## src/rtl/gd_pkg.sv

```systemverilog
// gd_pkg: shared fixed-point types, limits and FSM states for the gradient-descent update stage
package gd_pkg;
    localparam int FRACT_BITS = 8;
    localparam logic signed [31:0] Q24_8_MAX = 32'sh7FFFFFFF;
    localparam logic signed [31:0] Q24_8_MIN = 32'sh80000000;
    localparam logic signed [15:0] Q8_8_MAX = 16'sh7FFF;
    localparam logic signed [15:0] Q8_8_MIN = 16'sh8000;
    localparam logic signed [15:0] CONV_THRESH = 16'sh0004;
    typedef logic signed [31:0] q24_8_t;
    typedef logic signed [15:0] q8_8_t;
    typedef enum logic [1:0] {IDLE, ACCEPT, PRESENT} gd_upd_state_e;
endpackage

```

## src/rtl/q24_8_sat_sub.sv

```systemverilog
// q24_8_sat_sub: Q24.8 minus sign-extended Q8.8 with saturation to the Q24.8 range
// Ports: i_a minuend Q24.8, i_b subtrahend Q8.8, o_y saturated difference, o_sat saturation occurred
module q24_8_sat_sub
    import gd_pkg::*;
(
    input  logic signed [31:0] i_a,
    input  logic signed [15:0] i_b,
    output logic signed [31:0] o_y,
    output logic               o_sat
);
    logic [32:0] w_diff;
    assign w_diff = {i_a[31], i_a} - {{17{i_b[15]}}, i_b};
    assign o_sat = w_diff[32] ^ w_diff[31];
    assign o_y = o_sat ? (w_diff[32] ? Q24_8_MIN : Q24_8_MAX) : w_diff[31:0];
endmodule

```

## src/rtl/gd_param_update.sv

```systemverilog
// gd_param_update: per-iteration saturating parameter update (param -= step) with vector handshake and status
// Ports: clk/rst (sync, active-high); init_valid/init_data load params; step_valid/step_ready/step_in/step_ovf/step_unf
// step stream; param_valid/param_ready/param_out vector out; iter_count, sat_flag, converged status.
// Build option: define GD_CONV_DETECT_EN to enable convergence detection (otherwise converged is tied 0).
module gd_param_update
    import gd_pkg::*;
#(
    parameter int DIM = 4
)(
    input  logic                clk,
    input  logic                rst,
    input  logic                init_valid,
    input  logic [DIM*32-1:0]   init_data,
    input  logic                step_valid,
    output logic                step_ready,
    input  logic [15:0]         step_in,
    input  logic                step_ovf,
    input  logic                step_unf,
    output logic                param_valid,
    input  logic                param_ready,
    output logic [DIM*32-1:0]   param_out,
    output logic [15:0]         iter_count,
    output logic                sat_flag,
    output logic                converged
);
    localparam int IW = (DIM > 1) ? $clog2(DIM) : 1;
    gd_upd_state_e r_state, w_next;
    logic [IW-1:0] r_idx;
    q24_8_t r_param [DIM];
    logic [15:0] r_iter;
    logic r_sat_acc, r_sat;
    q24_8_t w_sub_y;
    logic w_sub_sat, w_hs, w_first, w_last, w_sat_acc, w_release;

    assign step_ready = r_state == ACCEPT;
    assign param_valid = r_state == PRESENT;
    assign w_hs = step_valid & step_ready;
    assign w_release = param_valid & param_ready;
    assign w_first = r_idx == '0;
    assign w_last = r_idx == IW'(DIM - 1);
    // accumulator restarts at the first element of each vector
    assign w_sat_acc = (~w_first & r_sat_acc) | step_ovf | step_unf | w_sub_sat;

    q24_8_sat_sub u_sub (.i_a(r_param[r_idx]), .i_b(step_in), .o_y(w_sub_y), .o_sat(w_sub_sat));

    always_comb begin
        w_next = r_state;
        w_next = init_valid ? ACCEPT : (w_hs && w_last) ? PRESENT : w_release ? ACCEPT : r_state;
    end

    always_ff @(posedge clk) begin
        if (rst) begin
            r_state <= IDLE;
            r_idx <= '0;
            r_iter <= '0;
            r_sat_acc <= 1'b0;
            r_sat <= 1'b0;
            for (int k = 0; k < DIM; k++) r_param[k] <= '0;
        end else begin
            r_state <= w_next;
            if (init_valid) begin
                for (int k = 0; k < DIM; k++) r_param[k] <= init_data[32*k +: 32];
                r_idx <= '0;
                r_iter <= '0;
                r_sat_acc <= 1'b0;
                r_sat <= 1'b0;
            end else begin
                if (w_hs) begin
                    r_param[r_idx] <= w_sub_y;
                    r_idx <= w_last ? '0 : r_idx + IW'(1);
                    r_sat_acc <= w_sat_acc;
                    if (w_last) r_sat <= w_sat_acc;
                end
                if (w_release && r_iter != 16'hFFFF) r_iter <= r_iter + 16'd1;
            end
        end
    end

`ifdef GD_CONV_DETECT_EN
    logic r_conv_acc, r_conv, w_conv_acc;
    logic [16:0] w_abs;
    // 17-bit magnitude so that 16'h8000 becomes 32768 and never converges
    assign w_abs = step_in[15] ? 17'd0 - {1'b1, step_in} : {1'b0, step_in};
    assign w_conv_acc = (w_first | r_conv_acc) & (w_abs <= {1'b0, CONV_THRESH});
    always_ff @(posedge clk) begin
        if (rst || init_valid) begin
            r_conv_acc <= 1'b0;
            r_conv <= 1'b0;
        end else if (w_hs) begin
            r_conv_acc <= w_conv_acc;
            if (w_last) r_conv <= w_conv_acc;
        end
    end
    assign converged = r_conv;
`else
    assign converged = 1'b0;
`endif

    for (genvar g = 0; g < DIM; g++) begin : g_out
        assign param_out[32*g +: 32] = r_param[g];
    end
    assign iter_count = r_iter;
    assign sat_flag = r_sat;
endmodule

```

## config.mk

```make
export PLATFORM = sky130hd
export DESIGN_NAME = gd_param_update
export DESIGN_NICKNAME = d
export VERILOG_FILES = /design/src/rtl/gd_pkg.sv /design/src/rtl/q24_8_sat_sub.sv /design/src/rtl/gd_param_update.sv
export SDC_FILE = /design/constraint.sdc
export NUM_CORES = 1
export LEC_CHECK = 0
export ABC_AREA = 1
export CORE_ASPECT_RATIO = 1.25
export CORE_UTILIZATION = 55
export DETAILED_ROUTE_END_ITERATION = 8
export DONT_BUFFER_PORTS = 1
export PLACE_DENSITY_LB_ADDON = 0.15
export RECOVER_POWER = 25
export SLEW_MARGIN = 20
export SYNTH_ARGS = -nofsm -noshare
export SYNTH_HDL_FRONTEND = slang
export SYNTH_SLANG_ARGS = --single-unit
```

## constraint.sdc

```tcl
create_clock -name clk -period 3.31 [get_ports clk]
set_input_delay 0.662 -clock clk [delete_from_list [all_inputs] [get_ports clk]]
set_output_delay 0.662 -clock clk [all_outputs]
set_load 0.1 [all_outputs]
```

# --- Word level (Yosys, flattened, before mapping) ---
# Memory sizes are Yosys's and may differ from the RTL's. A register that Yosys moved wholly into a read port is not among the register bits.
# Cells that the tools add are included.
# W data, S select, Z words.
word_totals:
  regBits: 22
  mem_bits_rw: 128
  elab_cells: 58
  out_inout_bits: 148
  in_bits: 151
  memories: 1
memory_table:
  columns: ["memory", "depth", "width", "rd", "rd_clocked_by_memory_dff", "write_ports", "line", "rtl"]
  rows:
  - ["r_param", 4, 32, 5, 1, 4, "gd_param_update.sv:29", "q24_8_t r_param [DIM];"]
op_classes:
  n_bitwise: 12
  n_mux: 24
  n_addsub: 3
  n_reduce_logical: 8
  eq_ne: 4
op_table:
  columns: ["cell", "n"]
  rows:
  - ["$mux W32", 7]
  - ["$sub A32 B16 Y33", 1]
  - ["$reduce_or A32 Y1", 1]
  - ["$add A16 B1 Y16 const B", 1]
  - ["$ne A16 B16 Y1 const B", 1]
  - ["$mux W2", 6]
  - ["$mux W1", 11]
  - ["$or A1 B1 Y1", 7]
  - ["$eq A2 B2 Y1 const B", 2]
  - ["$and A1 B1 Y1", 3]
  - ["$reduce_bool A3 Y1", 1]
  - ["$add A2 B1 Y2 const B", 1]
  - ["$eq A2 B1 Y1 const B", 1]
  - ["$logic_and A1 B1 Y1", 2]
  - ["$logic_not A2 Y1", 1]
  - ["$reduce_and A2 Y1", 1]
  - ["$reduce_bool A2 Y1", 1]
  - ["$reduce_or A2 Y1", 1]
  - ["$not A1 Y1", 1]
  - ["$xor A1 B1 Y1", 1]

# --- Depth between registers and ports, before layout ---
# Gate-level depths: netlist (run 1).
depth:
  ltp_word: 8
  ltp_mapped: 22
  ltp_nobuf: 21

# --- Modules after synthesis ---
# From an unflattened synthesis (run 1), not the netlist that was laid out.
hier_totals:
  hier_cells: 1347
  hier_area_um2: 10712.8
modules_own_cells:
  columns: ["module", "seq_area_each_um2", "area_each_um2", "cells_each", "n_inst"]
  rows:
  - ["gd_param_update", 4324.1, 7951.4, 836, 1]
  - ["q24_8_sat_sub", 0.0, 2761.4, 511, 1]

# --- Worst setup path before layout (run 1) ---
# No wires, ideal clock.
synth_path:
  kind: "flip-flop to flip-flop"
  start: "register r_state[0]"
  end: "memory r_param[3][0] (netlist name), enable pin"
  path_buffers: 0
  setup_slack_ns: -0.498
  arrival_time_ns: 3.417
  period_less_slack_ns: 3.808
  setup_time_ns: 0.390
  required_time_ns: 2.920
  stages_incl_launch_ff: 9
  cell_sequence: "dfxtp_1 inv_1 nor2_1 nand2_1 nor2_1 inv_1 nor2_1 inv_1 nand2_1"
synth_lines:
  columns: ["item", "line", "rtl"]
  rows:
  - ["from (decl)", "gd_param_update.sv:27", "gd_upd_state_e r_state, w_next;"]
  - ["from (signal assigned)", "gd_param_update.sv:60", "r_state <= w_next;"]
  - ["to (decl)", "gd_param_update.sv:29", null]

==> results of run 1 <==
-- worst max-delay path, cell delays in order (launching register included) --
cell and delay, ps:
dfxtp_4 450, inv_8 80, buf_8 170, o21ai_0 160, o22ai_1 150, ha_1 400
inv_1 80, nand2_1 90, nand3_1 100, nand2_2 120, nand2_1 70, nand2_2 110
nand2_2 70, nand2_1 80, nand2_1 50, nand2_1 70, nand2_2 80, buf_12 170
nand2_1 140, nand2_2 130, nand2_1 80, nand2_1 50
-- where the power goes --
group	internal (uW)	switching (uW)	leakage [uW]
logic	710	2170	0.00404
registers	2220	86.6	0.00160
clock network	1000	790	0.000273
total	3930	3040	0.00591
-- cells by family (layout without fill, tap and decap cells) --
kind of cell	count (synthesis)	after routing	share of synthesized area
AO/OA/AOI/OAI	189	189	0.110
flip-flops	152	152	0.422
adder cells (fa/ha/maj)	38	38	0.0471
other	1	1	0.000366
XOR/XNOR	22	22	0.0188
AND/OR/NAND/NOR	839	839	0.335
buffers and inverters	164	338	0.0664
-- synth_stat cells (all sizes together) (8+ instances only) --
| cell | count | area (um2) |
|---|---|---|
| nor2 | 134 | 519 |
| edfxtp | 128 | 3840 |
| clkbuf | 37 | 139 |
| nand2 | 649 | 2590 |
| ha | 37 | 463 |
| xor2 | 15 | 131 |
| buf | 15 | 121 |
| nand3 | 34 | 180 |
| a21oi | 51 | 263 |
| inv | 112 | 420 |
| nand3b | 8 | 60.1 |
| dfxtp | 24 | 480 |
| o21ai | 93 | 567 |
| nor3 | 8 | 40.0 |
| o22ai | 32 | 200 |
-- path summary, 6_finish.rpt --
kind / from / slack (ps) / depth (start not counted) / endpoint
worst max-delay path: flop / 150 / 21 / r_param[0][13]
worst min register to register: r_state[1] / 500 / 2 / r_state[1]
worst min-delay path: rst / 300 / 1 / r_state[0]
worst max register to register: flop / 150 / 21 / r_param[0][13]
-- state kept, by name, summed over array words and instances, names as in the netlist, named ones only --
name,cells
r_idx,2
r_param,128
r_state,2
sat_flag,1
iter_count,16
r_sat_acc,1
-- layer usage --
layer  global-route usage  vias up  wire [um]
li1                     -     4871          -
met1                0.437     4763      13000
met2                0.609      583      17800
met3               0.0863       93       3500
met4                0.157        0       1270
met5                    0        -          0
-- what timing repair did --
action                     CTS  global route
buffers inserted             0             8
gates resized for setup      0            72
hold buffers                 0             0
setup endpoints to repair    0           126
-- cell type report --
class / instances / area, um2 / share of cell area
multi-input combinational: 1089 / 5480 / 0.442
sequential: 152 / 4330 / 0.349
timing repair buffer: 194 / 1350 / 0.109
clock buffer: 22 / 465 / 0.0375
inverter: 112 / 428 / 0.0345
tap: 228 / 285 / 0.0230
clock inverter: 10 / 66.3 / 0.00535
-- through the flow --
step                      hold WS (ps)  setup WS [ps]  utilization  setup TNS [ps]  area [um2]
final                              304            153        0.683               0       12400
after global routing               298          -2.77        0.683           -2.77       12400
after CTS                          293           5.12        0.681               0       12400
after detailed placement           515           12.1        0.651               0       11800
after global placement             505           92.5        0.651               0       11800
after floorplan                    469           84.3            -               0       10200
==> results.md, run 1 <==
- Commonest cells after routing, fill and taps aside: nand2_1, edfxtp_1, nor2_1, inv_1, clkbuf_1
- CTS Sinks: between 150 and 200
- Final Power: 6980 uW
- Synth warn: 0
- Diode count: 0
- Critical path type: flop to flop
- Die extent in y: approximately 150 um
- Max Fclk: 317 MHz
- Syn_nets: ~1600
- Number of synthesized flops with an enable pin: 128
- All-Layer GR Usage: 0.363
- Final #Nets: 1755
- Status: finished clean
- TritonCTS clock tree: yes
- Rows: 55
- Critical Path Fanout Max: 24
- Post-Layout Cell Count: 1807
- Post-synthesis sequential element count: roughly 150
- Clk root buf: clkbuf_16
- GRT overflow: 0
- CP endpoint kind: flop
- Ys async rst share: 0
- 1st-pass router iterations: 6
- Register area share after synthesis: 0.422
- Mapped Avg Cell Area: approximately 7.3 um2
- Tmin final: roughly 3200 ps
- First-pass GRT wire length: 51600 um
- Most common cell after layout, fill and taps aside: nand2_1
- Crit path DAT: between 3000 and 4000 ps
- Clock-pin slew on the worst setup and hold paths: roughly 70 ps
- Max_cap viols: 0
- Post-Synthesis Cells: approximately 1400
- Largest net degree at the start of global routing: 73
- Pins over their slew limit: 0
- # fillers: roughly 1700
- Period utilisation layout: 0.954
- Worst skew pair latency: roughly 430 ps
- Min-delay worst type: input pin to flop
- CTS Buf Count: 17
- Antenna viol nets, final: 0
- Pleak: roughly 0.0059 uW
- Ys flop type: edfxtp_1
- Initial antenna violation count: 0
- IO Port Bufs: 0
- Routed wire length: about 36000 um
- Slew HR: 0.0687
- Area grow syn2layout: 21.1%
- Post-DR wirelength/cell: ~20 um
- RePlAce Congestion: around 0.96
- Startpoint class of the critical path: flop
- DRT iter0 DRCs: 973
- Critical path data required time: ~3500 ps
- CTS Buffer Depth: 2
- Final hold vios: 0
- Vias: between 10000 and 15000
- Core area: 18200 um2
- Die extent in x: between 100 and 150 um
- Ports: approximately 300
- Pwr per Cell Area: between 500 and 600 nW/um2
- Post-Syn Area: 10200 um2
- Setup Viol. Count Final: 0
- DP Cell Count: 1763
- Via/cell ratio: about 5.7
- Layout cell share with drive strength beyond 1: 0.144
- Clk_skew: 12.5 ps
- H-tree levels: 4
- Final HPWL DP: approximately 26000 um
- Initial Util: 0.564
- Slew of the pin with the lowest slew margin: approximately 1400 ps
- Die Footprint: 19200 um2
- DRC viols: 0
- Max IR drop VDD: ~0.45 mV
- Vias in the first global route: between 9000 and 10000
- Count of cell types in the netlist: 41
(Power assumes the default switching activity.)
==> run 2, diff against run 1 <==
Settings changed: CORE_MARGIN set to 2.
==> results.md, run 2 (synthesis results as in run 1) <==
- Final Instance Area: 12200 um2 (-1.6%)
- Pleak: 0.00582 uW (-1.5%)
- Crit-path leading delay family: simple AND/OR/NAND/NOR gates
- Max_cap viols: 0 (unchanged)
- Die extent in x: 126 um (+1.6%)
- Setup Viol. Count Final: 0 (unchanged)
- Tmin final: 3180 ps (+24.0 ps)
- Cell Area, Placed: 11800 um2 (-0.11%)
- Rows: 55 (unchanged)
- Setup WS pre-CTS: -5.44 ps (-17.5 ps)
- Antenna viol nets, final: 0 (unchanged)
- Worst path bufs/invs: 3 (-1)
- Hold-fix buffers, CTS: 0 (unchanged)
- Slew of the pin with the lowest slew margin: 1400 ps (+3.61 ps)
- CTS Buf Count: 17 (unchanged)
- Sequential cell area: 4330 um2 (about the same)
- CTS Buffer Depth: 2 (unchanged)
- Core area: 18200 um2 (unchanged)
- Max Fclk: 314 MHz (-0.76%)
- Max incr delay on CP: 390 ps (-60 ps)
- GRT overflow: 0 (unchanged)
- Final Power: 6950 uW (-0.31%)
- Footprint of the multi-input gates: 5400 um2 (-1.4%)
- Worst skew pair latency: 440 ps (about the same)
- Die Footprint: 19700 um2 (+2.9%)
- Vias in the first global route: 9795 (+0.38%)
- Initial antenna violation count: 0 (unchanged)
- Diode count: 0 (unchanged)
- Max reg flops: 128 (unchanged)
- IO Port Bufs: 0 (unchanged)
- Period utilisation layout: 0.961 (+0.00726)
- Crit path DAT: 3370 ps (+30 ps)
- Critical path data required time: 3500 ps (about the same)
- Max IR drop VDD: 0.414 mV (-8.0%)
- Clk_skew: 11.4 ps (-1.06 ps)
- DRT iter0 DRCs: 824 (-15%)
- DRC viols: 0 (unchanged)
- First-pass GRT wire length: 51400 um (-0.52%)
- Final worst setup slack: 129 ps (-24.0 ps)
- Most common cell after layout, fill and taps aside: nand2_1
- Clock-pin slew on the worst setup and hold paths: 70 ps (about the same)
- Commonest cells after routing, fill and taps aside: nand2_1, edfxtp_1, nor2_1, inv_1, clkbuf_1
- Post-DR wirelength/cell: 19.3 um (-1.9%)
- Pins over their slew limit: 0 (unchanged)
- Most used cell along the critical path: nand2_1
- RePlAce Congestion: 0.935 (-2.5%)
- Flop2flop setup slack: 130 ps (-20 ps)
- 1st-pass router iterations: 6 (unchanged)
- # fillers: 1633 (-2.5%)
- Final #Nets: 1743 (-0.68%)
- Status: finished clean
- Crit-path slowest cell: dfxtp_4
- Min-delay worst type: input pin to flop
- Setup TNS: 0 ps (unchanged)
- Vias: 10100 (-2.1%)
- Initial Util: 0.564 (unchanged)
- Top reg by flops: r_param
- TritonCTS clock tree: yes
- Routed wire length: 34600 um (-2.5%)
- Critical Path Fanout Max: 18 (-25%)
- Final Util: 0.672 (-0.0107)
- Slew HR: 0.0663 (-0.00241)
- CP Cell Sequence: inv_6 > buf_12 > o21ai_0 > o22ai_1 > ha_1 > nand2_1 > nand2_1 > nand2_1 > nand2_1 > nand2_1 > nand2_1 > a21oi_2 > nand2_1 > nand2_1 > nand2_4 > nor2_8 > buf_12 > o21ai_4 > nand2_1 > nand2_1
- Critical path type: flop to flop
- Via/cell ratio: 5.63 (-1.4%)
- Final hold vios: 0 (unchanged)
- Final HPWL DP: 25900 um (-0.34%)
- H-tree levels: 4 (unchanged)
- CTS Sinks: 152 (unchanged)
- Layout cell share with drive strength beyond 1: 0.132 (-0.0117)
- Pwr per Cell Area: 570 nW/um2 (+1.3%)
- Clk root buf: clkbuf_16
- Die extent in y: 157 um (+1.3%)
- All-Layer GR Usage: 0.339 (-0.0236)
- Startpoint class of the critical path: flop
- Area grow syn2layout: 19.2%
- Largest net degree at the start of global routing: 79 (+8.2%)
- Ports: 299 (unchanged)
- CP endpoint kind: flop
==> run 2: per-layer routing <==
metal	GRT usage	vias to the layer above	routed length (um)
li1	-	4841	-
met5	0	-	0
met3	0.0909	103	3580
met1	0.396	4593	12600
met4	0.151	0	1440
met2	0.586	560	17000
==> run 2: cell type report <==
cell class | instances | share of cell area
tap | 228 | 0.0234
clock inverter | 14 | 0.00953
timing repair buffer | 182 | 0.100
inverter | 112 | 0.0348
multi-input combinational | 1089 | 0.442
clock buffer | 18 | 0.0351
sequential | 152 | 0.355
==> run 2: path summary, 6_finish.rpt <==
| path | from | to | cells past startpoint |
|---|---|---|---|
| hold reg to reg | r_state[1] | r_state[1] | 2 |
| setup / recovery | flop | r_param[0][29] | 20 |
| hold / removal | rst | r_state[0] | 1 |
| setup reg to reg | flop | r_param[0][29] | 20 |
==> run 2: where the power goes <==
group          total [uW]  internal, uW  leakage, uW  switching, uW
combinational        2810           666      0.00397           2140
clock                1840           978     0.000252            865
sequential           2300          2220      0.00160           83.6
total                6950          3860      0.00582           3090
==> run 2: timing repair <==
action | in CTS | in global routing
setup buffers | 0 | 1
gates cloned | 0 | 1
endpoints found under the setup margin | 7 | 126
pin swaps | 0 | 9
resized for setup | 1 | 54
endpoints found under the hold margin | 0 | 0
==> run 2: through the flow <==
| stage | cells | hold slack [ps] |
|---|---|---|
| floorplan | 1405 | 469 |
| global placement | 1761 | 509 |
| detailed placement | 1761 | 530 |
| CTS | 1793 | 280 |
| global route | 1795 | 281 |
| finish | 1795 | 288 |
==> run 3, diff against run 2 <==
Settings changed: SKIP_CTS_REPAIR_TIMING set to 1.
==> results.md, run 3 (synthesis results as in run 1) <==
- DP Cell Count: 1761 (unchanged)
- Clk root buf: clkbuf_16
- Max_cap viols: 0 (unchanged)
- First-pass GRT wire length: 51300 um (about the same)
- Max reg flops: 128 (unchanged)
- Pins over their slew limit: 0 (unchanged)
- WHS: 289 ps (+1.57 ps)
- Antenna viol nets, final: 0 (unchanged)
- Setup Viol. Count Final: 0 (unchanged)
- Die Footprint: 19700 um2 (unchanged)
- Pwr per Cell Area: 570 nW/um2 (about the same)
- Initial antenna violation count: 0 (unchanged)
- Area grow syn2layout: 19.1% (about the same)
- Final hold vios: 0 (unchanged)
- Vias in the first global route: 9800 (+0.051%)
- Die extent in y: 157 um (unchanged)
- RePlAce Congestion: 0.935 (unchanged)
- Pleak: 0.00582 uW (about the same)
- CTS Sinks: 152 (unchanged)
- Final #Nets: 1743 (unchanged)
- Largest net degree at the start of global routing: 79 (unchanged)
- All-Layer GR Usage: 0.339 (about the same)
- IO Port Bufs: 0 (unchanged)
- TritonCTS clock tree: yes
- CTS Buffer Depth: 2 (unchanged)
- Vias: 10100 (+0.16%)
- Max IR drop VDD: 0.414 mV (about the same)
- GRT overflow: 0 (unchanged)
- Slew HR: 0.0622 (-0.00414)
- Critical Path Fanout Max: 18 (unchanged)
- RSZ-0062 raised after global routing: yes
- Via/cell ratio: 5.63 (+0.16%)
- Diode count: 0 (unchanged)
- Clock-pin slew on the worst setup and hold paths: 70 ps (about the same)
- Clk_skew: 11.1 ps (-0.356 ps)
- Tmin final: 3150 ps (-33.3 ps)
- Core area: 18200 um2 (unchanged)
- Crit path DAT: 3340 ps (-30 ps)
- Ports: 299 (unchanged)
- Final Power: 6950 uW (about the same)
- Rows: 55 (unchanged)
- Layout cell share with drive strength beyond 1: 0.131 (-0.000638)
- 1st-pass router iterations: 6 (unchanged)
- Setup TNS: 0 ps (unchanged)
- Worst skew pair latency: 440 ps (about the same)
- Max Fclk: 318 MHz (+1.1%)
- Critical path data required time: 3500 ps (about the same)
- DRC viols: 0 (unchanged)
- Slew of the pin with the lowest slew margin: 1410 ps (+6.21 ps)
- Period utilisation layout: 0.951 (-0.0101)
- DRT iter0 DRCs: 878 (+6.6%)
- Post-Layout Cell Count: 1795 (unchanged)
- H-tree levels: 4 (unchanged)
- Status: finished clean
- Die extent in x: 126 um (unchanged)
- Final HPWL DP: 25900 um (unchanged)
- Most common cell after layout, fill and taps aside: nand2_1
- Startpoint class of the critical path: flop
- Post-DR wirelength/cell: 19.3 um (about the same)
- Initial Util: 0.564 (unchanged)
- Min-delay worst type: input pin to flop
- Routed wire length: 34600 um (about the same)
- CP endpoint kind: flop
- Commonest cells after routing, fill and taps aside: nand2_1, nor2_1, edfxtp_1, inv_1, clkbuf_1
- Critical path type: flop to flop
- Top reg by flops: r_param
- CTS Buf Count: 17 (unchanged)
## run 3: worst paths after layout
kind / start / to / slack [ps] / cells after the start
min reg2reg: r_state[1] / r_state[1] / 530 / 2
max: flop / r_param[0][29] / 160 / 20
min: rst / r_state[0] / 290 / 1
max reg2reg: flop / r_param[0][29] / 160 / 20
## run 3: final cells by class
class	count	area (um2)
clock buffers	18	429
clock inverters	14	116
fillers	1637	5970
inverters	112	425
multi-input cells	1089	5390
flip-flops and latches	152	4330
well taps	228	285
repair buffers	182	1220
## run 3: worst max-delay path, stage by stage, from the launching register on
cell and delay (ps):
dfxtp_4 420, inv_6 90, buf_12 160, o21ai_0 200
o22ai_2 130, ha_1 370, nand2_2 140, inv_1 50
nand2_1 50, nand2_1 70, a21oi_1 160, nand2_2 120
nand2_2 100, nand2_1 70, nand2_1 110, nand2_4 100
nor2_8 130, buf_12 170, o21ai_4 90, nand2_1 70
nand2_1 70
## run 3: where the power goes
part           internal [uW]  total (uW)  switching (uW)
Clock                    978        1840             866
Combinational            667        2810            2140
Sequential              2220        2300            83.4
Total                   3860        6950            3090
## run 3: metal layers
metal,track usage,part of all wire
met1,0.396,0.37
met2,0.585,0.49
met3,0.0909,0.10
met4,0.151,0.042
met5,0,0
## run 3: per-stage QoR
stage	setup WS, ps	utilization	cell area, um2
final	162	0.672	12200
after global routing	-65.9	0.672	12200
after CTS	-11.2	0.681	12400
after detailed placement	-5.44	0.651	11800
after global placement	78.5	0.651	11800
after floorplan	84.3	-	10200
